===== src/rtl/input_vc_buffer_if.sv =====
// rtl/input_vc_buffer_if.sv - Port bundle for the per-input VC buffer
// Flit ingress, allocator request/grant, crossbar egress and credit signals.
interface input_vc_buffer_if #(
  parameter int vc_Num = 4,
  parameter int FLIT_W = 32,
  parameter int PORT_W = 3
);
  localparam int VC_W = (vc_Num > 1) ? $clog2(vc_Num) : 1;

  logic                     flit_valid_i;
  logic [VC_W-1:0]          flit_vc_i;
  logic                     flit_head_i;
  logic                     flit_tail_i;
  logic [FLIT_W-1:0]        flit_data_i;
  logic [PORT_W-1:0]        route_i;
  logic [vc_Num-1:0]        request_o;
  logic [vc_Num*PORT_W-1:0] out_port_o;
  logic [vc_Num-1:0]        grant_i;
  logic                     flit_valid_o;
  logic [VC_W-1:0]          flit_vc_o;
  logic                     flit_head_o;
  logic                     flit_tail_o;
  logic [FLIT_W-1:0]        flit_data_o;
  logic [PORT_W-1:0]        flit_port_o;
  logic                     credit_o;
  logic [VC_W-1:0]          credit_vc_o;
  logic                     credit_valid_i;
  logic [VC_W-1:0]          credit_vc_i;
  logic                     err_o;

  modport slave (
    input  flit_valid_i, flit_vc_i, flit_head_i, flit_tail_i, flit_data_i, route_i,
    input  grant_i, credit_valid_i, credit_vc_i,
    output request_o, out_port_o, flit_valid_o, flit_vc_o, flit_head_o, flit_tail_o,
    output flit_data_o, flit_port_o, credit_o, credit_vc_o, err_o
  );

  modport master (
    output flit_valid_i, flit_vc_i, flit_head_i, flit_tail_i, flit_data_i, route_i,
    output grant_i, credit_valid_i, credit_vc_i,
    input  request_o, out_port_o, flit_valid_o, flit_vc_o, flit_head_o, flit_tail_o,
    input  flit_data_o, flit_port_o, credit_o, credit_vc_o, err_o
  );
endinterface


===== src/rtl/input_vc_buffer.sv =====
// rtl/input_vc_buffer.sv - Per-input-port VC buffer feeding the VC allocator
// One FIFO per VC, per-VC downstream credit counters and packet-state tracking.
module input_vc_buffer #(
  parameter int vc_Num     = 4,
  parameter int BUF_DEPTH  = 4,
  parameter int FLIT_W     = 32,
  parameter int PORT_W     = 3,
  parameter int DN_CREDITS = 4
) (
  input  logic             clk,
  input  logic             rst_n,
  input_vc_buffer_if.slave bus
);
  localparam int VC_W  = (vc_Num > 1) ? $clog2(vc_Num) : 1;
  localparam int PTR_W = (BUF_DEPTH > 1) ? $clog2(BUF_DEPTH) : 1;
  localparam int CNT_W = $clog2(BUF_DEPTH + 1);
  localparam int CR_W  = $clog2(DN_CREDITS + 1);
  localparam int ENT_W = FLIT_W + PORT_W + 2;
  localparam logic [0:0] ST_IDLE   = 1'b0;
  localparam logic [0:0] ST_ACTIVE = 1'b1;

  logic [ENT_W-1:0]  mem_q      [vc_Num][BUF_DEPTH];
  logic [ENT_W-1:0]  mem_d      [vc_Num][BUF_DEPTH];
  logic [PTR_W-1:0]  rd_ptr_q   [vc_Num];
  logic [PTR_W-1:0]  rd_ptr_d   [vc_Num];
  logic [PTR_W-1:0]  wr_ptr_q   [vc_Num];
  logic [PTR_W-1:0]  wr_ptr_d   [vc_Num];
  logic [CNT_W-1:0]  cnt_q      [vc_Num];
  logic [CNT_W-1:0]  cnt_d      [vc_Num];
  logic [CR_W-1:0]   cred_q     [vc_Num];
  logic [CR_W-1:0]   cred_d     [vc_Num];
  logic [0:0]        state_q    [vc_Num];
  logic [0:0]        state_d    [vc_Num];
  logic [PORT_W-1:0] in_route_q [vc_Num];
  logic [PORT_W-1:0] in_route_d [vc_Num];
  logic              err_q, err_d;
  logic              flit_valid_q, flit_valid_d, flit_head_q, flit_head_d;
  logic              flit_tail_q, flit_tail_d, credit_q, credit_d;
  logic [VC_W-1:0]   flit_vc_q, flit_vc_d, credit_vc_q, credit_vc_d;
  logic [FLIT_W-1:0] flit_data_q, flit_data_d;
  logic [PORT_W-1:0] flit_port_q, flit_port_d;

  logic [ENT_W-1:0]  front [vc_Num];
  logic [ENT_W-1:0]  pop_ent, wr_ent;
  logic [vc_Num-1:0] req, honoured, pop_vec, wr_vec, cr_vec;
  logic [VC_W-1:0]   pop_vc;
  logic              pop_en, wr_ok;

  always_comb begin
    for (int v = 0; v < vc_Num; v++) begin
      front[v] = mem_q[v][rd_ptr_q[v]];
      req[v]   = (cnt_q[v] != '0) && (cred_q[v] != '0);
      bus.out_port_o[v*PORT_W +: PORT_W] = (cnt_q[v] != '0) ? front[v][PORT_W-1:0] : '0;
    end
    honoured = bus.grant_i & req;
    pop_en   = |honoured;
    pop_vc   = '0;
    for (int v = vc_Num - 1; v >= 0; v--) begin
      if (honoured[v]) pop_vc = VC_W'(v);
    end
    pop_ent = front[pop_vc];
    pop_vec = pop_en ? (vc_Num'(1) << pop_vc) : '0;
    cr_vec  = bus.credit_valid_i ? (vc_Num'(1) << bus.credit_vc_i) : '0;
    // A full VC still takes a write when it is popped in the same cycle.
    wr_ok   = (cnt_q[bus.flit_vc_i] != CNT_W'(BUF_DEPTH)) || pop_vec[bus.flit_vc_i];
    wr_vec  = (bus.flit_valid_i && wr_ok) ? (vc_Num'(1) << bus.flit_vc_i) : '0;
    wr_ent  = {bus.flit_head_i, bus.flit_tail_i, bus.flit_data_i,
               bus.flit_head_i ? bus.route_i : in_route_q[bus.flit_vc_i]};
  end

  always_comb begin
    mem_d        = mem_q;
    rd_ptr_d     = rd_ptr_q;
    wr_ptr_d     = wr_ptr_q;
    cnt_d        = cnt_q;
    cred_d       = cred_q;
    state_d      = state_q;
    in_route_d   = in_route_q;
    err_d        = err_q;
    flit_valid_d = 1'b0;
    flit_vc_d    = '0;
    flit_head_d  = 1'b0;
    flit_tail_d  = 1'b0;
    flit_data_d  = '0;
    flit_port_d  = '0;
    credit_d     = 1'b0;
    credit_vc_d  = '0;

    if (((bus.grant_i & ~req) != '0) || ($countones(bus.grant_i) > 1)) err_d = 1'b1;

    if (pop_en) begin
      rd_ptr_d[pop_vc] = rd_ptr_q[pop_vc] + PTR_W'(1);
      flit_valid_d = 1'b1;
      flit_vc_d    = pop_vc;
      flit_head_d  = pop_ent[ENT_W-1];
      flit_tail_d  = pop_ent[ENT_W-2];
      flit_data_d  = pop_ent[ENT_W-3 -: FLIT_W];
      flit_port_d  = pop_ent[PORT_W-1:0];
      credit_d     = 1'b1;
      credit_vc_d  = pop_vc;
      if (pop_ent[ENT_W-1] && (state_q[pop_vc] == ST_ACTIVE)) err_d = 1'b1;
      if (!pop_ent[ENT_W-1] && (state_q[pop_vc] == ST_IDLE)) err_d = 1'b1;
      if (pop_ent[ENT_W-2])      state_d[pop_vc] = ST_IDLE;
      else if (pop_ent[ENT_W-1]) state_d[pop_vc] = ST_ACTIVE;
    end

    if (bus.flit_valid_i) begin
      if (wr_ok) begin
        mem_d[bus.flit_vc_i][wr_ptr_q[bus.flit_vc_i]] = wr_ent;
        wr_ptr_d[bus.flit_vc_i] = wr_ptr_q[bus.flit_vc_i] + PTR_W'(1);
        if (bus.flit_head_i) in_route_d[bus.flit_vc_i] = bus.route_i;
      end else begin
        err_d = 1'b1;
      end
    end

    for (int v = 0; v < vc_Num; v++) begin
      cnt_d[v] = cnt_q[v] + CNT_W'(wr_vec[v]) - CNT_W'(pop_vec[v]);
      if (pop_vec[v] && !cr_vec[v]) begin
        cred_d[v] = cred_q[v] - CR_W'(1);
      end else if (cr_vec[v] && !pop_vec[v]) begin
        if (cred_q[v] == CR_W'(DN_CREDITS)) err_d = 1'b1;
        else cred_d[v] = cred_q[v] + CR_W'(1);
      end
    end
  end

  always_ff @(posedge clk or negedge rst_n) begin
    if (!rst_n) begin
      for (int v = 0; v < vc_Num; v++) begin
        for (int e = 0; e < BUF_DEPTH; e++) mem_q[v][e] <= '0;
        rd_ptr_q[v]   <= '0;
        wr_ptr_q[v]   <= '0;
        cnt_q[v]      <= '0;
        cred_q[v]     <= CR_W'(DN_CREDITS);
        state_q[v]    <= ST_IDLE;
        in_route_q[v] <= '0;
      end
      err_q        <= 1'b0;
      flit_valid_q <= 1'b0;
      flit_vc_q    <= '0;
      flit_head_q  <= 1'b0;
      flit_tail_q  <= 1'b0;
      flit_data_q  <= '0;
      flit_port_q  <= '0;
      credit_q     <= 1'b0;
      credit_vc_q  <= '0;
    end else begin
      mem_q        <= mem_d;
      rd_ptr_q     <= rd_ptr_d;
      wr_ptr_q     <= wr_ptr_d;
      cnt_q        <= cnt_d;
      cred_q       <= cred_d;
      state_q      <= state_d;
      in_route_q   <= in_route_d;
      err_q        <= err_d;
      flit_valid_q <= flit_valid_d;
      flit_vc_q    <= flit_vc_d;
      flit_head_q  <= flit_head_d;
      flit_tail_q  <= flit_tail_d;
      flit_data_q  <= flit_data_d;
      flit_port_q  <= flit_port_d;
      credit_q     <= credit_d;
      credit_vc_q  <= credit_vc_d;
    end
  end

  assign bus.request_o    = req;
  assign bus.flit_valid_o = flit_valid_q;
  assign bus.flit_vc_o    = flit_vc_q;
  assign bus.flit_head_o  = flit_head_q;
  assign bus.flit_tail_o  = flit_tail_q;
  assign bus.flit_data_o  = flit_data_q;
  assign bus.flit_port_o  = flit_port_q;
  assign bus.credit_o     = credit_q;
  assign bus.credit_vc_o  = credit_vc_q;
  assign bus.err_o        = err_q;
endmodule


===== src/flat_wrapper.sv =====
// flat-port wrapper written by rule: the top's interface ports become plain ports
module input_vc_buffer_flat 
#(
  parameter int vc_Num     = 4,
  parameter int BUF_DEPTH  = 4,
  parameter int FLIT_W     = 32,
  parameter int PORT_W     = 3,
  parameter int DN_CREDITS = 4
)
  (clk, rst_n, bus_flit_valid_i, bus_flit_vc_i, bus_flit_head_i, bus_flit_tail_i, bus_flit_data_i, bus_route_i, bus_grant_i, bus_credit_valid_i, bus_credit_vc_i, bus_request_o, bus_out_port_o, bus_flit_valid_o, bus_flit_vc_o, bus_flit_head_o, bus_flit_tail_o, bus_flit_data_o, bus_flit_port_o, bus_credit_o, bus_credit_vc_o, bus_err_o);
  input_vc_buffer_if #(.vc_Num(vc_Num), .FLIT_W(FLIT_W), .PORT_W(PORT_W)) bus_i ();
  input  logic clk;
  input  logic rst_n;
  input wire logic [$bits(bus_i.flit_valid_i)-1:0] bus_flit_valid_i;
  input wire logic [$bits(bus_i.flit_vc_i)-1:0] bus_flit_vc_i;
  input wire logic [$bits(bus_i.flit_head_i)-1:0] bus_flit_head_i;
  input wire logic [$bits(bus_i.flit_tail_i)-1:0] bus_flit_tail_i;
  input wire logic [$bits(bus_i.flit_data_i)-1:0] bus_flit_data_i;
  input wire logic [$bits(bus_i.route_i)-1:0] bus_route_i;
  input wire logic [$bits(bus_i.grant_i)-1:0] bus_grant_i;
  input wire logic [$bits(bus_i.credit_valid_i)-1:0] bus_credit_valid_i;
  input wire logic [$bits(bus_i.credit_vc_i)-1:0] bus_credit_vc_i;
  output wire logic [$bits(bus_i.request_o)-1:0] bus_request_o;
  output wire logic [$bits(bus_i.out_port_o)-1:0] bus_out_port_o;
  output wire logic [$bits(bus_i.flit_valid_o)-1:0] bus_flit_valid_o;
  output wire logic [$bits(bus_i.flit_vc_o)-1:0] bus_flit_vc_o;
  output wire logic [$bits(bus_i.flit_head_o)-1:0] bus_flit_head_o;
  output wire logic [$bits(bus_i.flit_tail_o)-1:0] bus_flit_tail_o;
  output wire logic [$bits(bus_i.flit_data_o)-1:0] bus_flit_data_o;
  output wire logic [$bits(bus_i.flit_port_o)-1:0] bus_flit_port_o;
  output wire logic [$bits(bus_i.credit_o)-1:0] bus_credit_o;
  output wire logic [$bits(bus_i.credit_vc_o)-1:0] bus_credit_vc_o;
  output wire logic [$bits(bus_i.err_o)-1:0] bus_err_o;
  assign bus_i.flit_valid_i = bus_flit_valid_i;
  assign bus_i.flit_vc_i = bus_flit_vc_i;
  assign bus_i.flit_head_i = bus_flit_head_i;
  assign bus_i.flit_tail_i = bus_flit_tail_i;
  assign bus_i.flit_data_i = bus_flit_data_i;
  assign bus_i.route_i = bus_route_i;
  assign bus_i.grant_i = bus_grant_i;
  assign bus_i.credit_valid_i = bus_credit_valid_i;
  assign bus_i.credit_vc_i = bus_credit_vc_i;
  assign bus_request_o = bus_i.request_o;
  assign bus_out_port_o = bus_i.out_port_o;
  assign bus_flit_valid_o = bus_i.flit_valid_o;
  assign bus_flit_vc_o = bus_i.flit_vc_o;
  assign bus_flit_head_o = bus_i.flit_head_o;
  assign bus_flit_tail_o = bus_i.flit_tail_o;
  assign bus_flit_data_o = bus_i.flit_data_o;
  assign bus_flit_port_o = bus_i.flit_port_o;
  assign bus_credit_o = bus_i.credit_o;
  assign bus_credit_vc_o = bus_i.credit_vc_o;
  assign bus_err_o = bus_i.err_o;
  input_vc_buffer #(.vc_Num(vc_Num), .BUF_DEPTH(BUF_DEPTH), .FLIT_W(FLIT_W), .PORT_W(PORT_W), .DN_CREDITS(DN_CREDITS)) u_core (.clk(clk), .rst_n(rst_n), .bus(bus_i));
endmodule

===== config.mk =====
export PLATFORM = sky130hd
export DESIGN_NAME = input_vc_buffer_flat
export DESIGN_NICKNAME = d
export VERILOG_FILES = /design/src/rtl/input_vc_buffer_if.sv /design/src/rtl/input_vc_buffer.sv /design/src/flat_wrapper.sv
export SDC_FILE = /design/constraint.sdc
export NUM_CORES = 1
export LEC_CHECK = 0
export BUFFER_PORTS_ARGS = -buffer_cell sky130_fd_sc_hd__buf_2
export CAP_MARGIN = 20
export CORE_MARGIN = 2
export CORE_UTILIZATION = 32
export DETAILED_ROUTE_END_ITERATION = 7
export PLACE_DENSITY = 0.45
export SETUP_SLACK_MARGIN = 0.02
export SLEW_MARGIN = 0
export SYNTH_ARGS = -nofsm -noshare
export SYNTH_HDL_FRONTEND = slang
export SYNTH_SLANG_ARGS = --single-unit

===== constraint.sdc =====
create_clock -name clk -period 3.05 [get_ports clk]
set_clock_uncertainty 0.1 [all_clocks]
set_input_delay 0.1525 -clock clk [delete_from_list [all_inputs] [get_ports clk]]
set_output_delay 0.1525 -clock clk [all_outputs]
set_load 0.03 [all_outputs]

* Yosys cells after proc, flatten, opt, wreduce, memory -nomap -nowiden *
Cells that the tools add are included.

word-level totals
  register bits after elaboration = 689
  input bits = 49
  output and inout bits = 60

operators by class
  add/sub/neg operators = 21
  order comparisons = 12
  equal/unequal tests = 9
  shift-type cells = 3
  muxes and demuxes = 98
  bitwise gates (word level) = 14
  reductions and logical operators = 51

operator list
  operator             number
  $bwmux 592           1
  $mux 37              11
  $bmux 37 s2          5
  $demux 148 s2        1
  $mux 148             1
  $demux 37 s2         1
  $mux 3               23
  $add 32x32->32       1
  $gt 32x2->1 const B  1
  $mux 32              1
  $mux 1               25
  $reduce_bool 3->1    8
  $mux 2               11
  $ge 3x3->1 const B   7
  $not 2->3            7
  $mux 4               5
  $logic_and 1x1->1    18
  $bwmux 8             2
  $add 3x1->3          4
  $add 3x1->3 const B  4
  $and 4x4->4          3
  $bmux 3 s2           2
  $bwmux 12            1
  $eq 3x3->1 const B   4
  24 further kinds     61

* Longest topological paths before layout *
Gate-level depths: netlist (run 1).

  depth after elaboration = 29
  depth in mapped cells = 13
  gate-level depth less buffers = 11

* Worst setup path after synthesis (run 1) *
Ideal clock, no wire load.

  kind = reg2reg
  start = register u_core.cnt_q[10] in the netlist's numbering
  end = register u_core.cred_q[2] in the netlist's numbering
  data arrival time = 2759 ps
  setup slack = 106 ps
  stages on the path, launching flop included = 13
  path buffers = 1
  cells stage by stage = dfrtp_1 > or3_1 > nand3_1 > buf_2 > nand4_1 > inv_2 > ha_1 > inv_1 > fa_1 > nor3_1 > a21oi_1 > o21ai_0 > o31ai_1

between the ends
  word-level cells in the longest chain between the ends = 10
  elaborated cells between the ends (all ways) = 14
  classes of those cells = eq/ne (1); shift (1); mux (3); bitwise (1); reduce/logical (8)

ends and longest elaborated chain
  element                         line                    text
  start: declaration              input_vc_buffer.sv:28   logic [CNT_W-1:0] cnt_q [vc_Num];
  start signal: assignment        input_vc_buffer.sv:152  cnt_q <= cnt_d;
  $reduce_bool 3->1 (*)           input_vc_buffer.sv:52   req[v] = (cnt_q[v] != '0) && (cred_q[v] != '0);
  $logic_and 1x1->1 (*)           input_vc_buffer.sv:52
  $and 4x4->4 (*)                 input_vc_buffer.sv:55   honoured = bus.grant_i & req;
  $mux 2                          input_vc_buffer.sv:59   if (honoured[v]) pop_vc = VC_W'(v);
  $shl 1x2->4                     input_vc_buffer.sv:62   pop_vec = pop_en ? (vc_Num'(1) << pop_vc) : '0;
  $mux 4 (*)                      input_vc_buffer.sv:62
  $logic_not 1->1                 input_vc_buffer.sv:121  end else if (cr_vec[v] && !pop_vec[v]) begin
  $logic_and 1x1->1               input_vc_buffer.sv:121
  $reduce_bool 2->1 (no line)     -
  $reduce_and 2->1 (no line)      -
  end signal: indexed assignment  input_vc_buffer.sv:135  cred_q[v] <= CR_W'(DN_CREDITS);
  end signal: assignment          input_vc_buffer.sv:153  cred_q <= cred_d;
  end: declaration                input_vc_buffer.sv:30   logic [CR_W-1:0] cred_q [vc_Num];

Every way passes the cells marked *; elsewhere a longest branch is shown, timed or not.
A chain may end at the register's enable or synchronous reset.

==> results of run 1 <==
-- critical path, delay by kind of cell (launching register included) --
kind	cells	cell delay [ns]
flops	1	0.42
fa+ha+maj	2	0.52
simple gates	3	0.91
xor+xnor	2	0.32
buf+inv	2	0.23
compound gates	1	0.33
-- state kept, by name, summed over array words and instances (netlist names), 2 cells and up, named ones only --
name	count
u_core.bus.flit_data_o	32
u_core.bus.flit_port_o	3
u_core.bus.flit_vc_o	2
u_core.cnt_q	12
u_core.cred_q	12
u_core.in_route_q	12
u_core.mem_q	592
u_core.rd_ptr_q	8
u_core.wr_ptr_q	8
-- Yosys cell counts (all sizes together), types with 4 or more instances --
library cell and count:
mux2 560, a31oi 8, nor3 24, nor3b 4, a311o 4, mux4 115
a21oi 19, clkbuf 96, a211oi 29, buf 73, xor2 6, xnor2 9
o22ai 21, mux2i 65, o31ai 5, and3 16, nor2b 14, ha 22
fa 9, nor4 4, a2111oi 15, nand2 87, o21ai 99, nand3 19
and2 17, nor2 43, inv 48, or3 9, dfstp 4, a22oi 15
nand4 7, dfrtp 685
-- report_power, final --
part | switching [mW] | total (mW) | internal [mW]
clock network | 3.90 | 9.48 | 5.58
registers | 2.38 | 16.0 | 13.6
logic | 8.02 | 16.2 | 8.18
-- through the flow --
step / hold slack, ns / total power, mW / std cells / instance area (um^2) / setup TNS (ns)
floorplan: -0.243 / 26.2 / 2174 / 31000 / 0
global placement: 0.0597 / 31.7 / 3528 / 34000 / -0.0845
detailed placement: 0.0677 / 32.3 / 3528 / 34000 / -1.86
CTS: 0.0104 / 42.1 / 3723 / 37100 / 0
global route: 0.0732 / 44.3 / 3725 / 37200 / 0
finish: 0.0697 / 41.7 / 3727 / 37200 / 0
-- what timing repair did --
action	4_1_cts	5_1_grt
hold buffers	47	1
buffers inserted	0	1
pin swaps	0	1
resized for setup	6	17
hold endpoints to repair	971	1
endpoints found under the setup margin	61	25
-- logic make-up after synthesis --
logic type | Yosys count
XOR/XNOR | 15
AND/OR/NAND/NOR | 255
flip-flops | 689
multiplexers | 740
adder cells (fa/ha/maj) | 31
buffers and inverters | 217
AO/OA/AOI/OAI | 227
-- cell type report --
type / instances / area [um^2] / share of cell area
sequential: 689 / 17300 / 0.464
multi-input combinational: 1268 / 13100 / 0.351
timing repair buffer: 296 / 2490 / 0.0668
clock buffer: 129 / 2440 / 0.0656
tap: 1276 / 1600 / 0.0429
inverter: 48 / 180 / 0.00484
clock inverter: 19 / 169 / 0.00454
antenna: 2 / 5.00 / 0.000134
-- worst min path at each step --
| stage | startpoint | endpoint | cells past startpoint |
|---|---|---|---|
| 5_1_grt | bus_flit_head_i | u_core.mem_q[443] | 2 |
| 4_1_cts | bus_grant_i[2] | u_core.bus.flit_vc_o[1] | 4 |
| 2_1_floorplan | rst_n | asynchronous set/reset pin | 0 |
| 6_report | bus_flit_vc_i[1] | u_core.wr_ptr_q[0] | 3 |
| 3_5_place_dp | rst_n | u_core.mem_q[534] | 1 |
| 3_3_place_gp | rst_n | u_core.mem_q[571] | 1 |
-- layer usage --
layer / GRT usage / vias to the layer above / share of wire
li1: - / 8398 / -
met1: 0.256 / 10300 / 0.46
met2: 0.303 / 351 / 0.48
met3: 0.0301 / 113 / 0.040
met4: 0.0488 / 2 / 0.020
met5: 0 / - / 0.00014
==> impl_metrics.prom, run 1 <==
# TYPE chip_impl_metric gauge
chip_impl_info{name="run_status",value="completed"} 1
chip_impl_metric{name="seq_total_area_yosys",unit=""} 0.557
chip_impl_metric{name="nFillCells",unit=""} 9047
chip_impl_metric{name="yosys_warnings",unit=""} 0
chip_impl_metric{name="maximum_clock_insertion_buffer_count",unit=""} 3
chip_impl_metric{name="period_minus_slack",unit="ns"} 2.90
chip_impl_metric{name="numClockSinks",unit=""} 689
chip_impl_metric{name="routed_wirelength",unit="um"} 90500
chip_impl_metric{name="cts_max_level",unit=""} 3
chip_impl_metric{name="mappedNetlistNets",unit=""} 2254
chip_impl_info{name="synthDominantAreaCellType",value="sky130_fd_sc_hd__dfrtp_1"} 1
chip_impl_metric{name="grt_start_max_net_pins",unit=""} 82
chip_impl_metric{name="slew_viol_final",unit=""} 0
chip_impl_metric{name="pwr_density_cell",unit="nW/um^2"} 1120
chip_impl_metric{name="utilization",unit=""} 0.387
chip_impl_metric{name="wl_per_cell",unit="um"} 24.3
chip_impl_metric{name="core_region_area",unit="um^2"} 96300
chip_impl_metric{name="reg2reg_depth",unit=""} 10
chip_impl_metric{name="vias_in_the_first_global_route",unit=""} 20600
chip_impl_metric{name="post_drt_via_cell_ratio",unit=""} 5.15
chip_impl_metric{name="numCtsBuffers",unit=""} 81
chip_impl_info{name="cpMostUsedCell",value="sky130_fd_sc_hd__xnor2_1"} 1
chip_impl_metric{name="globalplace.congestion",unit=""} 0.750
chip_impl_metric{name="compound_gate_portion_of_the_synthesized_area",unit=""} 0.0469
chip_impl_metric{name="timing.max_cap.violations",unit=""} 0
chip_impl_metric{name="timing.final.hold_violations",unit=""} 0
chip_impl_metric{name="ant_nets",unit=""} 0
chip_impl_metric{name="grt-ovfl-total",unit=""} 0
chip_impl_info{name="synth_top_family_by_area",value="multiplexers"} 1
chip_impl_metric{name="finalWorstSetupSlack",unit="ns"} 0.153
chip_impl_metric{name="synth-async-reset-ratio",unit=""} 1.00
chip_impl_metric{name="global_route.usage.total",unit=""} 0.186
chip_impl_metric{name="grt_pass1_wl",unit="um"} 137000
chip_impl_metric{name="timing.critical_path.fanout_max",unit=""} 5
chip_impl_metric{name="hpwl",unit="um"} 55500
chip_impl_metric{name="clock_latency",unit="ns"} 0.63
chip_impl_metric{name="post_synth.cell_area_avg",unit="um^2"} 14.2
chip_impl_metric{name="initial_utilization",unit=""} 0.322
chip_impl_metric{name="ios",unit=""} 109
chip_impl_metric{name="grt_antenna_before_repair",unit=""} 3
chip_impl_info{name="cts_root_buffer",value="sky130_fd_sc_hd__clkbuf_16"} 1
chip_impl_metric{name="data_required_time_at_the_worst_endpoint",unit="ns"} 3.50
chip_impl_info{name="timing.critical_path.to_type",value="flip-flop"} 1
chip_impl_metric{name="adder_cell_share_of_the_synthesized_area",unit=""} 0.0147
chip_impl_metric{name="clk_pin_slew",unit="ns"} 0.06
chip_impl_metric{name="leakage",unit="nW"} 16.4
chip_impl_info{name="regToRegEndpoint",value="u_core.cnt_q[2]"} 1
chip_impl_info{name="tritoncts",value="built"} 1
chip_impl_info{name="grt_setup_unrepaired",value="yes"} 1
chip_impl_metric{name="drcViolationCount",unit=""} 0
chip_impl_metric{name="synth-edff-count",unit=""} 0
chip_impl_metric{name="fraction_of_synthesized_cell_area_in_xor_and_xnor_cells",unit=""} 0.00424
chip_impl_info{name="startpoint",value="u_core.cred_q[4]"} 1
chip_impl_metric{name="slew-limit-headroom",unit=""} 0.248
chip_impl_metric{name="report.final.setup_viol",unit=""} 0
chip_impl_metric{name="area_growth_syn_to_layout",unit="%"} 20.2
chip_impl_metric{name="cp.arrival",unit="ns"} 3.35
chip_impl_metric{name="rows",unit=""} 114
chip_impl_metric{name="dp_slack",unit="ns"} -0.0693
chip_impl_metric{name="drt_pre_antenna_iters",unit=""} 5
chip_impl_info{name="ys.flop_type",value="sky130_fd_sc_hd__dfrtp_1"} 1
chip_impl_info{name="cp-start-kind",value="flip-flop"} 1
chip_impl_metric{name="die_height",unit="um"} 315
chip_impl_metric{name="drt-initial-drc-count",unit=""} 1139
chip_impl_info{name="timing.setup.critical_path_class",value="reg2reg"} 1
chip_impl_metric{name="synthDominantCellAreaShare",unit=""} 0.553
chip_impl_info{name="critical_path.reg2reg.startpoint",value="u_core.cred_q[4]"} 1
chip_impl_info{name="crit_path_end",value="u_core.cnt_q[2]"} 1
chip_impl_metric{name="ys_ff_latch",unit=""} 689
chip_impl_metric{name="io_buffer_count",unit=""} 108
chip_impl_metric{name="r2r_slack",unit="ns"} 0.15
chip_impl_metric{name="peak_per_stage_delay_on_the_critical_path",unit="ns"} 0.42
chip_impl_info{name="synth_area_leaders",value="sky130_fd_sc_hd__dfrtp_1 55%, sky130_fd_sc_hd__mux2_2 20%, sky130_fd_sc_hd__mux4_2 8.4%, sky130_fd_sc_hd__mux2i_1 2.1%, sky130_fd_sc_hd__o21ai_0 1.6%"} 1
chip_impl_metric{name="post_synth_and_or_nand_nor_area_fraction",unit=""} 0.0408
chip_impl_info{name="hold_class",value="in2reg"} 1
chip_impl_info{name="layout_common_cells",value="678 x sky130_fd_sc_hd__dfrtp_1, 557 x sky130_fd_sc_hd__mux2_2, 115 x sky130_fd_sc_hd__mux4_2"} 1
chip_impl_metric{name="final_nets",unit=""} 2464
chip_impl_metric{name="netlist_area",unit="um^2"} 31000
chip_impl_metric{name="power.ir.vdd_worst",unit="uV"} 472
chip_impl_metric{name="via_count",unit=""} 19200
chip_impl_info{name="crit_path_cell_trace",value="or3_1 > and3_2 > buf_4 > o41ai_4 > and2_4 > ha_1 > inv_1 > fa_1 > xnor2_1 > xnor2_1"} 1
chip_impl_metric{name="fp.dieW",unit="um"} 315
chip_impl_info{name="critical-path-slowest-cell",value="sky130_fd_sc_hd__dfrtp_1"} 1
chip_impl_metric{name="layout-drive-gt1-share",unit=""} 0.450
chip_impl_metric{name="fp.dieArea",unit="um^2"} 99300
chip_impl_metric{name="synthMuxAreaShare",unit=""} 0.308
chip_impl_metric{name="syn_inst",unit=""} 2174
chip_impl_metric{name="maxClockFrequency",unit="MHz"} 345
chip_impl_metric{name="timing_worst_slew_pin_value",unit="ns"} 1.13
chip_impl_metric{name="synth_cell_type_count",unit=""} 62
chip_impl_metric{name="finalCritPeriodShare",unit=""} 0.950
chip_impl_info{name="layout.cells.most_common",value="sky130_fd_sc_hd__dfrtp_1"} 1
Power figures use the tool's default switching activity.
==> run 2: changes to the inputs <==
--- a/config.mk
+++ b/config.mk
@@ -5,6 +5,7 @@
 export SDC_FILE = /design/constraint.sdc
 export NUM_CORES = 1
 export LEC_CHECK = 0
+export ABC_AREA = 1
 export BUFFER_PORTS_ARGS = -buffer_cell sky130_fd_sc_hd__buf_2
 export CAP_MARGIN = 20
 export CORE_MARGIN = 2
==> run 2 against run 1 <==
  * Critical path depth is 3 lower
  * Worst hold slack worse by 0.032 ns
  * Via count is 64% higher
  * Fmax is 2.8% lower
  * Routed wire length is 48% higher
  * Die area is 11% higher
  * Sequential share of layout area is 3.4 points lower
  * Clock-buffer cell count stayed put
  * Area after synthesis is 12% higher
  * Total power is 4.6% higher
  * Sequential power is 3% lower
  * Largest cell class unchanged
==> impl_metrics.prom, run 2 <==
# TYPE chip_impl_metric gauge
chip_impl_metric{name="fp.dieW",unit="um"} 333
chip_impl_metric{name="power.switching_fraction",unit=""} 0.424
chip_impl_metric{name="seq_total_area_yosys",unit=""} 0.499
chip_impl_metric{name="power.ir.vdd_worst",unit="uV"} 473
chip_impl_info{name="synth_common_cells",value="1628 x sky130_fd_sc_hd__nand2_1, 685 x sky130_fd_sc_hd__dfrtp_1, 619 x sky130_fd_sc_hd__nand4_1"} 1
chip_impl_metric{name="netSwitchingPower",unit="mW"} 18.5
chip_impl_info{name="hold_class",value="in2reg"} 1
chip_impl_metric{name="post_drt_via_cell_ratio",unit=""} 5.52
chip_impl_metric{name="clk_pin_slew",unit="ns"} 0.06
chip_impl_metric{name="data_required_time_at_the_worst_endpoint",unit="ns"} 2.80
chip_impl_info{name="grt_setup_unrepaired",value="yes"} 1
chip_impl_metric{name="period_minus_slack",unit="ns"} 2.98
chip_impl_metric{name="numClockSinks",unit=""} 689
chip_impl_metric{name="timing.critical_path.fanout_max",unit=""} 34
chip_impl_info{name="critical-path-top-delay-family",value="buffers and inverters"} 1
chip_impl_metric{name="maxClockFrequency",unit="MHz"} 335
chip_impl_metric{name="grt_antenna_before_repair",unit=""} 4
chip_impl_metric{name="synth-edff-count",unit=""} 0
chip_impl_metric{name="comb_power_share",unit=""} 0.410
chip_impl_info{name="layout.cells.most_common",value="sky130_fd_sc_hd__nand2_1"} 1
chip_impl_metric{name="mappedNetlistNets",unit=""} 4334
chip_impl_metric{name="maximum_clock_insertion_buffer_count",unit=""} 3
chip_impl_metric{name="drt-initial-drc-count",unit=""} 3049
chip_impl_info{name="synthDominantAreaCellType",value="sky130_fd_sc_hd__dfrtp_1"} 1
chip_impl_metric{name="ys_ff_latch",unit=""} 689
chip_impl_metric{name="netlist_area",unit="um^2"} 34600
chip_impl_metric{name="peak_per_stage_delay_on_the_critical_path",unit="ns"} 0.44
chip_impl_metric{name="drcViolationCount",unit=""} 0
chip_impl_info{name="cp-start-kind",value="flip-flop"} 1
chip_impl_metric{name="rows",unit=""} 120
chip_impl_metric{name="cp.arrival",unit="ns"} 2.73
chip_impl_info{name="yosys.cell_count.top_type",value="sky130_fd_sc_hd__nand2_1"} 1
chip_impl_metric{name="wl_per_cell",unit="um"} 23.5
chip_impl_metric{name="pwr_density_cell",unit="nW/um^2"} 1090
chip_impl_metric{name="leakage",unit="nW"} 19.8
chip_impl_metric{name="report.final.setup_viol",unit=""} 0
chip_impl_metric{name="finalSetupTns",unit="ns"} 0
chip_impl_metric{name="grt-ovfl-total",unit=""} 0
chip_impl_metric{name="p_clk_frac",unit=""} 0.234
chip_impl_metric{name="timing.max_cap.violations",unit=""} 0
chip_impl_metric{name="vias_in_the_first_global_route",unit=""} 29800
chip_impl_metric{name="final_nets",unit=""} 4309
chip_impl_metric{name="drt_pre_antenna_iters",unit=""} 7
chip_impl_info{name="crit_path_cell_trace",value="inv_2 > buf_12 > o21ai_0 > o22ai_1 > inv_1 > nor2_1 > buf_2"} 1
chip_impl_metric{name="hpwl",unit="um"} 81800
chip_impl_metric{name="postLayoutCellArea",unit="um^2"} 40100
chip_impl_metric{name="slew_viol_final",unit=""} 0
chip_impl_metric{name="synth_cell_type_count",unit=""} 46
chip_impl_info{name="timing.critical_path.to_type",value="output port"} 1
chip_impl_info{name="timing.setup.critical_path_class",value="reg2out"} 1
chip_impl_metric{name="globalplace.congestion",unit=""} 0.800
chip_impl_info{name="register_with_the_most_flip_flops",value="u_core.mem_q"} 1
chip_impl_metric{name="die_height",unit="um"} 333
chip_impl_metric{name="cts_max_level",unit=""} 3
chip_impl_metric{name="slew-limit-headroom",unit=""} 0.308
chip_impl_metric{name="finalCritPeriodShare",unit=""} 0.978
chip_impl_metric{name="ios",unit=""} 109
chip_impl_metric{name="largest_register_ff_count",unit=""} 592
chip_impl_metric{name="syn_inst",unit=""} 4254
chip_impl_metric{name="via_count",unit=""} 31400
chip_impl_info{name="cts_root_buffer",value="sky130_fd_sc_hd__clkbuf_16"} 1
chip_impl_info{name="synth_area_leaders",value="sky130_fd_sc_hd__dfrtp_1 50%, sky130_fd_sc_hd__nand2_1 18%, sky130_fd_sc_hd__nand4_1 11%, sky130_fd_sc_hd__clkbuf_1 3.0%, sky130_fd_sc_hd__a21oi_1 2.0%"} 1
chip_impl_metric{name="timing.final.hold_violations",unit=""} 0
chip_impl_metric{name="area_growth_syn_to_layout",unit="%"} 15.9
chip_impl_metric{name="grt_start_max_net_pins",unit=""} 171
chip_impl_info{name="run_status",value="completed"} 1
chip_impl_metric{name="numCtsBuffers",unit=""} 81
chip_impl_metric{name="initial_utilization",unit=""} 0.323
chip_impl_metric{name="pwr-share-seq",unit=""} 0.356
chip_impl_metric{name="routed_wirelength",unit="um"} 134000
chip_impl_metric{name="post_dp_cell_area",unit="um^2"} 36800
chip_impl_info{name="critical-path-slowest-cell",value="sky130_fd_sc_hd__dfrtp_2"} 1
chip_impl_metric{name="crit_buf_inv",unit=""} 4
chip_impl_metric{name="core_region_area",unit="um^2"} 107000
chip_impl_metric{name="yosys_warnings",unit=""} 0
chip_impl_info{name="layout_common_cells",value="1628 x sky130_fd_sc_hd__nand2_1, 680 x sky130_fd_sc_hd__dfrtp_1, 619 x sky130_fd_sc_hd__nand4_1"} 1
chip_impl_metric{name="grt_pass1_wl",unit="um"} 203000
chip_impl_metric{name="internal_power",unit="mW"} 25.1
chip_impl_metric{name="ant_nets",unit=""} 0
chip_impl_metric{name="timing_worst_slew_pin_value",unit="ns"} 1.03
chip_impl_metric{name="clock_latency",unit="ns"} 0.66
chip_impl_metric{name="synth-async-reset-ratio",unit=""} 1.00
chip_impl_metric{name="io_buffer_count",unit=""} 108
chip_impl_metric{name="global_route.usage.total",unit=""} 0.239
chip_impl_metric{name="post_synth.cell_area_avg",unit="um^2"} 8.13
chip_impl_metric{name="synthDominantCellAreaShare",unit=""} 0.496
chip_impl_metric{name="fp.dieArea",unit="um^2"} 111000
chip_impl_info{name="ys.flop_type",value="sky130_fd_sc_hd__dfrtp_1"} 1
chip_impl_metric{name="layout-drive-gt1-share",unit=""} 0.113
chip_impl_info{name="tritoncts",value="built"} 1
[run 2: tightest hold or removal path: stages]
cell and delay [ns]:
sky130_fd_sc_hd__buf_2 0.10, sky130_fd_sc_hd__nor3_1 0.09, sky130_fd_sc_hd__inv_1 0.07, sky130_fd_sc_hd__ha_1 0.12
sky130_fd_sc_hd__a31oi_1 0.07, sky130_fd_sc_hd__nand3_1 0.09, sky130_fd_sc_hd__xor2_1 0.07
[run 2: what timing repair did]
item,CTS,global route
cloned,0,0
gates resized for setup,1,12
setup buffers,0,0
setup endpoints to repair,1,211
pin swaps,0,2
endpoints found under the hold margin,1151,0
hold buffers,50,0
[run 2: worst paths after layout]
check	slack (ns)	to	from	depth (start not counted)
worst max-delay path	0.07	bus_out_port_o[7]	u_core.rd_ptr_q[2]	7
worst min-delay path	0.04	u_core.cred_q[8]	bus_credit_vc_i[1]	7
worst max register to register	0.16	u_core.bus.flit_data_o[24]	u_core.cnt_q[7]	8
worst min register to register	0.36	u_core.mem_q[211]	u_core.mem_q[211]	2
max in group asynchronous	1.45	u_core.rd_ptr_q[6]	rst_n	4
min in group asynchronous	0.41	u_core.mem_q[376]	rst_n	3
[run 2: stage by stage]
stage	setup slack, ns	hold slack [ns]	cells	power (mW)	util
5_1_grt	0.00470	0.0932	5696	46.4	0.374
3_5_place_dp	0.183	0.0769	5499	33.3	0.343
4_1_cts	0.0856	0.00590	5696	43.7	0.374
3_3_place_gp	0.213	0.0789	5499	33.2	0.343
6_report	0.0679	0.0373	5698	43.6	0.374
2_1_floorplan	0.197	-0.243	4254	26.2	-
[run 2: power by group through the flow]
stage	Clock, mW	Combinational (mW)	Sequential (mW)
3_5_place_dp	0	17.7	15.5
6_report	10.2	17.9	15.5
5_1_grt	10.8	19.7	16.0
4_1_cts	10.4	17.9	15.5
3_3_place_gp	0	17.6	15.6
2_1_floorplan	0	10.7	15.5
[run 2: metal layers]
| metal | vias up | wire [um] | part of all wire | GRT usage |
|---|---|---|---|---|
| met1 | 15900 | 63100 | 0.47 | 0.351 |
| met3 | 198 | 6520 | 0.049 | 0.0311 |
| met2 | 931 | 60000 | 0.45 | 0.360 |
| met4 | 0 | 4460 | 0.033 | 0.0802 |
| li1 | 14400 | - | - | - |
| met5 | - | 0 | 0 | 0 |
[run 2: kinds of logic (layout without fill, tap and decap cells)]
group,after synthesis,after routing,share of synthesized area
flops,689,689,0.499
other cells,0,2,0
fa+ha+maj,31,31,0.0132
compound gates,481,481,0.0891
xor+xnor,16,16,0.00405
buf+inv,560,599,0.0712
simple gates,2477,2477,0.324
[run 2: cell type report]
class                      instances  area (um^2)
fill                           11100        67000
sequential                       689        17300
multi-input combinational       3005        15000
timing repair buffer             336         2870
clock buffer                     129         2520
tap                             1403         1760
inverter                         116          439
clock inverter                    18          226
antenna                            2         5.00
==> run 3: changes to the inputs <==
==> constraint.sdc (replaced) <==
create_clock -name clk -period 2.69 [get_ports clk]
set_clock_uncertainty 0.1 [all_clocks]
set_input_delay 0.1345 -clock clk [delete_from_list [all_inputs] [get_ports clk]]
set_output_delay 0.1345 -clock clk [all_outputs]
set_load 0.03 [all_outputs]
==> run 3 against run 2 <==
  * Via count rose by 1.3%
  * Sequential share of layout area is 2.2 points lower
  * Die area unchanged
  * Final area rose by 5.3%
  * Critical path depth increased by 8
  * Clock power grew 14%
  * Clock-buffer cell count unchanged
  * Sequential power increased by 15%
  * Non-clock buffer count is 152 higher
  * Final cell count grew 2.7%
  * Total power increased by 17%
  * Global-route usage grew 0.27 points
==> impl_metrics.prom, run 3 (synthesized netlist as in run 2, its figures left out) <==
# TYPE chip_impl_metric gauge
chip_impl_metric{name="leakage",unit="nW"} 20.8
chip_impl_info{name="critical_path.reg2reg.startpoint",value="u_core.cred_q[11]"} 1
chip_impl_metric{name="post_drt_via_cell_ratio",unit=""} 5.44
chip_impl_info{name="cts_root_buffer",value="sky130_fd_sc_hd__clkbuf_16"} 1
chip_impl_metric{name="fp.dieArea",unit="um^2"} 111000
chip_impl_metric{name="grt_pass1_wl",unit="um"} 207000
chip_impl_metric{name="cts_max_level",unit=""} 3
chip_impl_metric{name="core_region_area",unit="um^2"} 107000
chip_impl_metric{name="layout-drive-gt1-share",unit=""} 0.150
chip_impl_metric{name="numClockSinks",unit=""} 689
chip_impl_metric{name="antenna_fix_cells",unit=""} 0
chip_impl_metric{name="crit_buf_inv",unit=""} 5
chip_impl_metric{name="ios",unit=""} 109
chip_impl_info{name="timing.setup.critical_path_class",value="reg2reg"} 1
chip_impl_info{name="crit_path_cell_trace",value="inv_2 > nand2_4 > nand3_4 > buf_6 > a31oi_4 > a21oi_1 > buf_4 > nand3_4 > nand3_4 > inv_2 > ha_4 > inv_2 > fa_2 > xnor2_2 > xor2_1"} 1
chip_impl_metric{name="timing_worst_slew_pin_value",unit="ns"} 0.920
chip_impl_metric{name="initial_utilization",unit=""} 0.323
chip_impl_metric{name="drt-initial-drc-count",unit=""} 3025
chip_impl_info{name="layout_common_cells",value="1622 x sky130_fd_sc_hd__nand2_1, 680 x sky130_fd_sc_hd__dfrtp_1, 619 x sky130_fd_sc_hd__nand4_1"} 1
chip_impl_info{name="layout.cells.most_common",value="sky130_fd_sc_hd__nand2_1"} 1
chip_impl_info{name="hold_class",value="in2reg"} 1
chip_impl_metric{name="drt_pre_antenna_iters",unit=""} 7
chip_impl_metric{name="die_height",unit="um"} 333
chip_impl_metric{name="rows",unit=""} 120
chip_impl_info{name="min_from",value="bus_credit_valid_i"} 1
chip_impl_info{name="tritoncts",value="built"} 1
chip_impl_metric{name="globalplace.congestion",unit=""} 0.826
chip_impl_metric{name="place_inst",unit=""} 5634
chip_impl_metric{name="drcViolationCount",unit=""} 0
chip_impl_metric{name="hpwl",unit="um"} 86900
chip_impl_metric{name="via_count",unit=""} 31800
chip_impl_metric{name="fp.dieW",unit="um"} 333
chip_impl_metric{name="numCtsBuffers",unit=""} 83
chip_impl_info{name="critical-path-top-delay-family",value="flip-flops"} 1
chip_impl_metric{name="global_route.usage.total",unit=""} 0.242
chip_impl_info{name="startpoint",value="u_core.cred_q[11]"} 1
chip_impl_metric{name="report.final.setup_viol",unit=""} 0
chip_impl_metric{name="slew_viol_final",unit=""} 0
chip_impl_metric{name="clock_latency",unit="ns"} 0.67
chip_impl_info{name="run_status",value="completed"} 1
chip_impl_info{name="register_with_the_most_flip_flops",value="u_core.mem_q"} 1
chip_impl_metric{name="maximum_clock_insertion_buffer_count",unit=""} 3
chip_impl_metric{name="grt_start_max_net_pins",unit=""} 113
chip_impl_info{name="critical-path-slowest-cell",value="sky130_fd_sc_hd__dfstp_2"} 1
chip_impl_info{name="min_to",value="u_core.cred_q[2]"} 1
chip_impl_metric{name="holdPathStages",unit=""} 8
chip_impl_info{name="timing.critical_path.to_type",value="flip-flop"} 1
chip_impl_info{name="regToRegEndpoint",value="u_core.cnt_q[8]"} 1
chip_impl_metric{name="data_required_time_at_the_worst_endpoint",unit="ns"} 3.12
chip_impl_metric{name="timing.max_cap.violations",unit=""} 0
chip_impl_metric{name="r2r_slack",unit="ns"} 0.09
chip_impl_metric{name="peak_per_stage_delay_on_the_critical_path",unit="ns"} 0.53
chip_impl_metric{name="seq_area",unit="um^2"} 17300
chip_impl_metric{name="power.ir.vdd_worst",unit="uV"} 735
chip_impl_metric{name="grt-ovfl-total",unit=""} 0
chip_impl_metric{name="routed_wirelength",unit="um"} 136000
chip_impl_metric{name="finalCritPeriodShare",unit=""} 0.966
chip_impl_metric{name="nFillCells",unit=""} 10900
chip_impl_metric{name="period_minus_slack",unit="ns"} 2.60
chip_impl_metric{name="grt_antenna_before_repair",unit=""} 5
chip_impl_metric{name="clk_pin_slew",unit="ns"} 0.06
chip_impl_metric{name="area_growth_syn_to_layout",unit="%"} 22.1
chip_impl_metric{name="largest_register_ff_count",unit=""} 592
chip_impl_metric{name="pwr_density_cell",unit="nW/um^2"} 1200
chip_impl_metric{name="vias_in_the_first_global_route",unit=""} 31200
chip_impl_metric{name="io_buffer_count",unit=""} 108
chip_impl_metric{name="timing.critical_path.fanout_max",unit=""} 6
chip_impl_metric{name="wl_per_cell",unit="um"} 23.3
chip_impl_metric{name="timing.final.hold_violations",unit=""} 0
chip_impl_metric{name="ant_nets",unit=""} 0
chip_impl_metric{name="final_nets",unit=""} 4463
chip_impl_metric{name="layoutNonFillerInstCount",unit=""} 5851
chip_impl_metric{name="cp.arrival",unit="ns"} 3.03
chip_impl_metric{name="maxClockFrequency",unit="MHz"} 385
chip_impl_info{name="cp-start-kind",value="flip-flop"} 1
chip_impl_metric{name="reg2reg_depth",unit=""} 15
chip_impl_metric{name="multi_input_area",unit="um^2"} 15200
chip_impl_info{name="grt_setup_unrepaired",value="yes"} 1
chip_impl_metric{name="fin_worst_hold_slack",unit="ns"} 0.0410
chip_impl_metric{name="slew-limit-headroom",unit=""} 0.385
-- run 3: cell types whose count changed in the layout (fill, tap and decap cells not counted), sizes merged --
cell / change
buf: +150
clkbuf: +2
clkinv: +1
clkinvlp: +2
diode: -2
-- run 3: metrics by stage --
stage / cell area [um^2] / worst slack [ns] / power, mW / util / TNS, ns
detailed placement: 38600 / -0.00769 / 38.7 / 0.361 / -0.0142
finish: 42200 / 0.0903 / 50.8 / 0.394 / 0
floorplan: 34700 / -0.000804 / 29.8 / - / -0.000804
CTS: 41900 / 0.0157 / 50.7 / 0.391 / 0
global placement: 38600 / 0.0162 / 38.7 / 0.361 / 0
global route: 42200 / -0.0476 / 54.1 / 0.394 / -0.0762
-- run 3: worst max-delay path by stage --
stage | endpoint | slack (ns) | cells after the start
final | u_core.cnt_q[8] | 0.09 | 15
after global routing | u_core.cnt_q[8] | -0.05 | 17
after CTS | bus_out_port_o[4] | 0.02 | 7
after detailed placement | u_core.in_route_q[0] | -0.008 | 15
after global placement | u_core.in_route_q[1] | 0.02 | 13
after floorplan | u_core.cnt_q[11] | -0.0008 | 18
-- run 3: area by class of cell --
type / count / area share
multi-input cells: 3005 / 0.359
inverters: 116 / 0.0108
flip-flops and latches: 689 / 0.409
clock inverters: 21 / 0.00640
repair buffers: 488 / 0.114
well taps: 1403 / 0.0416
clock buffers: 129 / 0.0588
-- run 3: what timing repair did --
item / 4_1_cts / 5_1_grt
buffers inserted: 4 / 13
endpoints found under the hold margin: 1171 / 0
resized for setup: 5 / 51
hold buffers: 49 / 0
cloned: 0 / 1
endpoints found under the setup margin: 17 / 388
pin swaps: 0 / 11
-- run 3: worst min-delay path: cells and delay by family --
kind	cells	cell delay (ns)
buf+inv	3	0.24
xor+xnor	1	0.06
compound gates	1	0.05
fa+ha+maj	1	0.13
simple gates	2	0.16
-- run 3: where the power goes --
group          internal (mW)  leakage, nW  switching (mW)  total, mW
clock                   6.82         1.35            4.76       11.6
sequential              15.0         8.88            2.75       17.8
combinational           7.83         10.6            13.6       21.4
total                   29.7         20.8            21.1       50.8
-- run 3: routing by layer --
| metal | part of all wire | wire length [um] | GRT usage |
|---|---|---|---|
| met2 | 0.46 | 63000 | 0.385 |
| met4 | 0.019 | 2560 | 0.0515 |
| met5 | 0.00010 | 14 | 0 |
| met1 | 0.47 | 63700 | 0.349 |
| met3 | 0.051 | 6910 | 0.0334 |
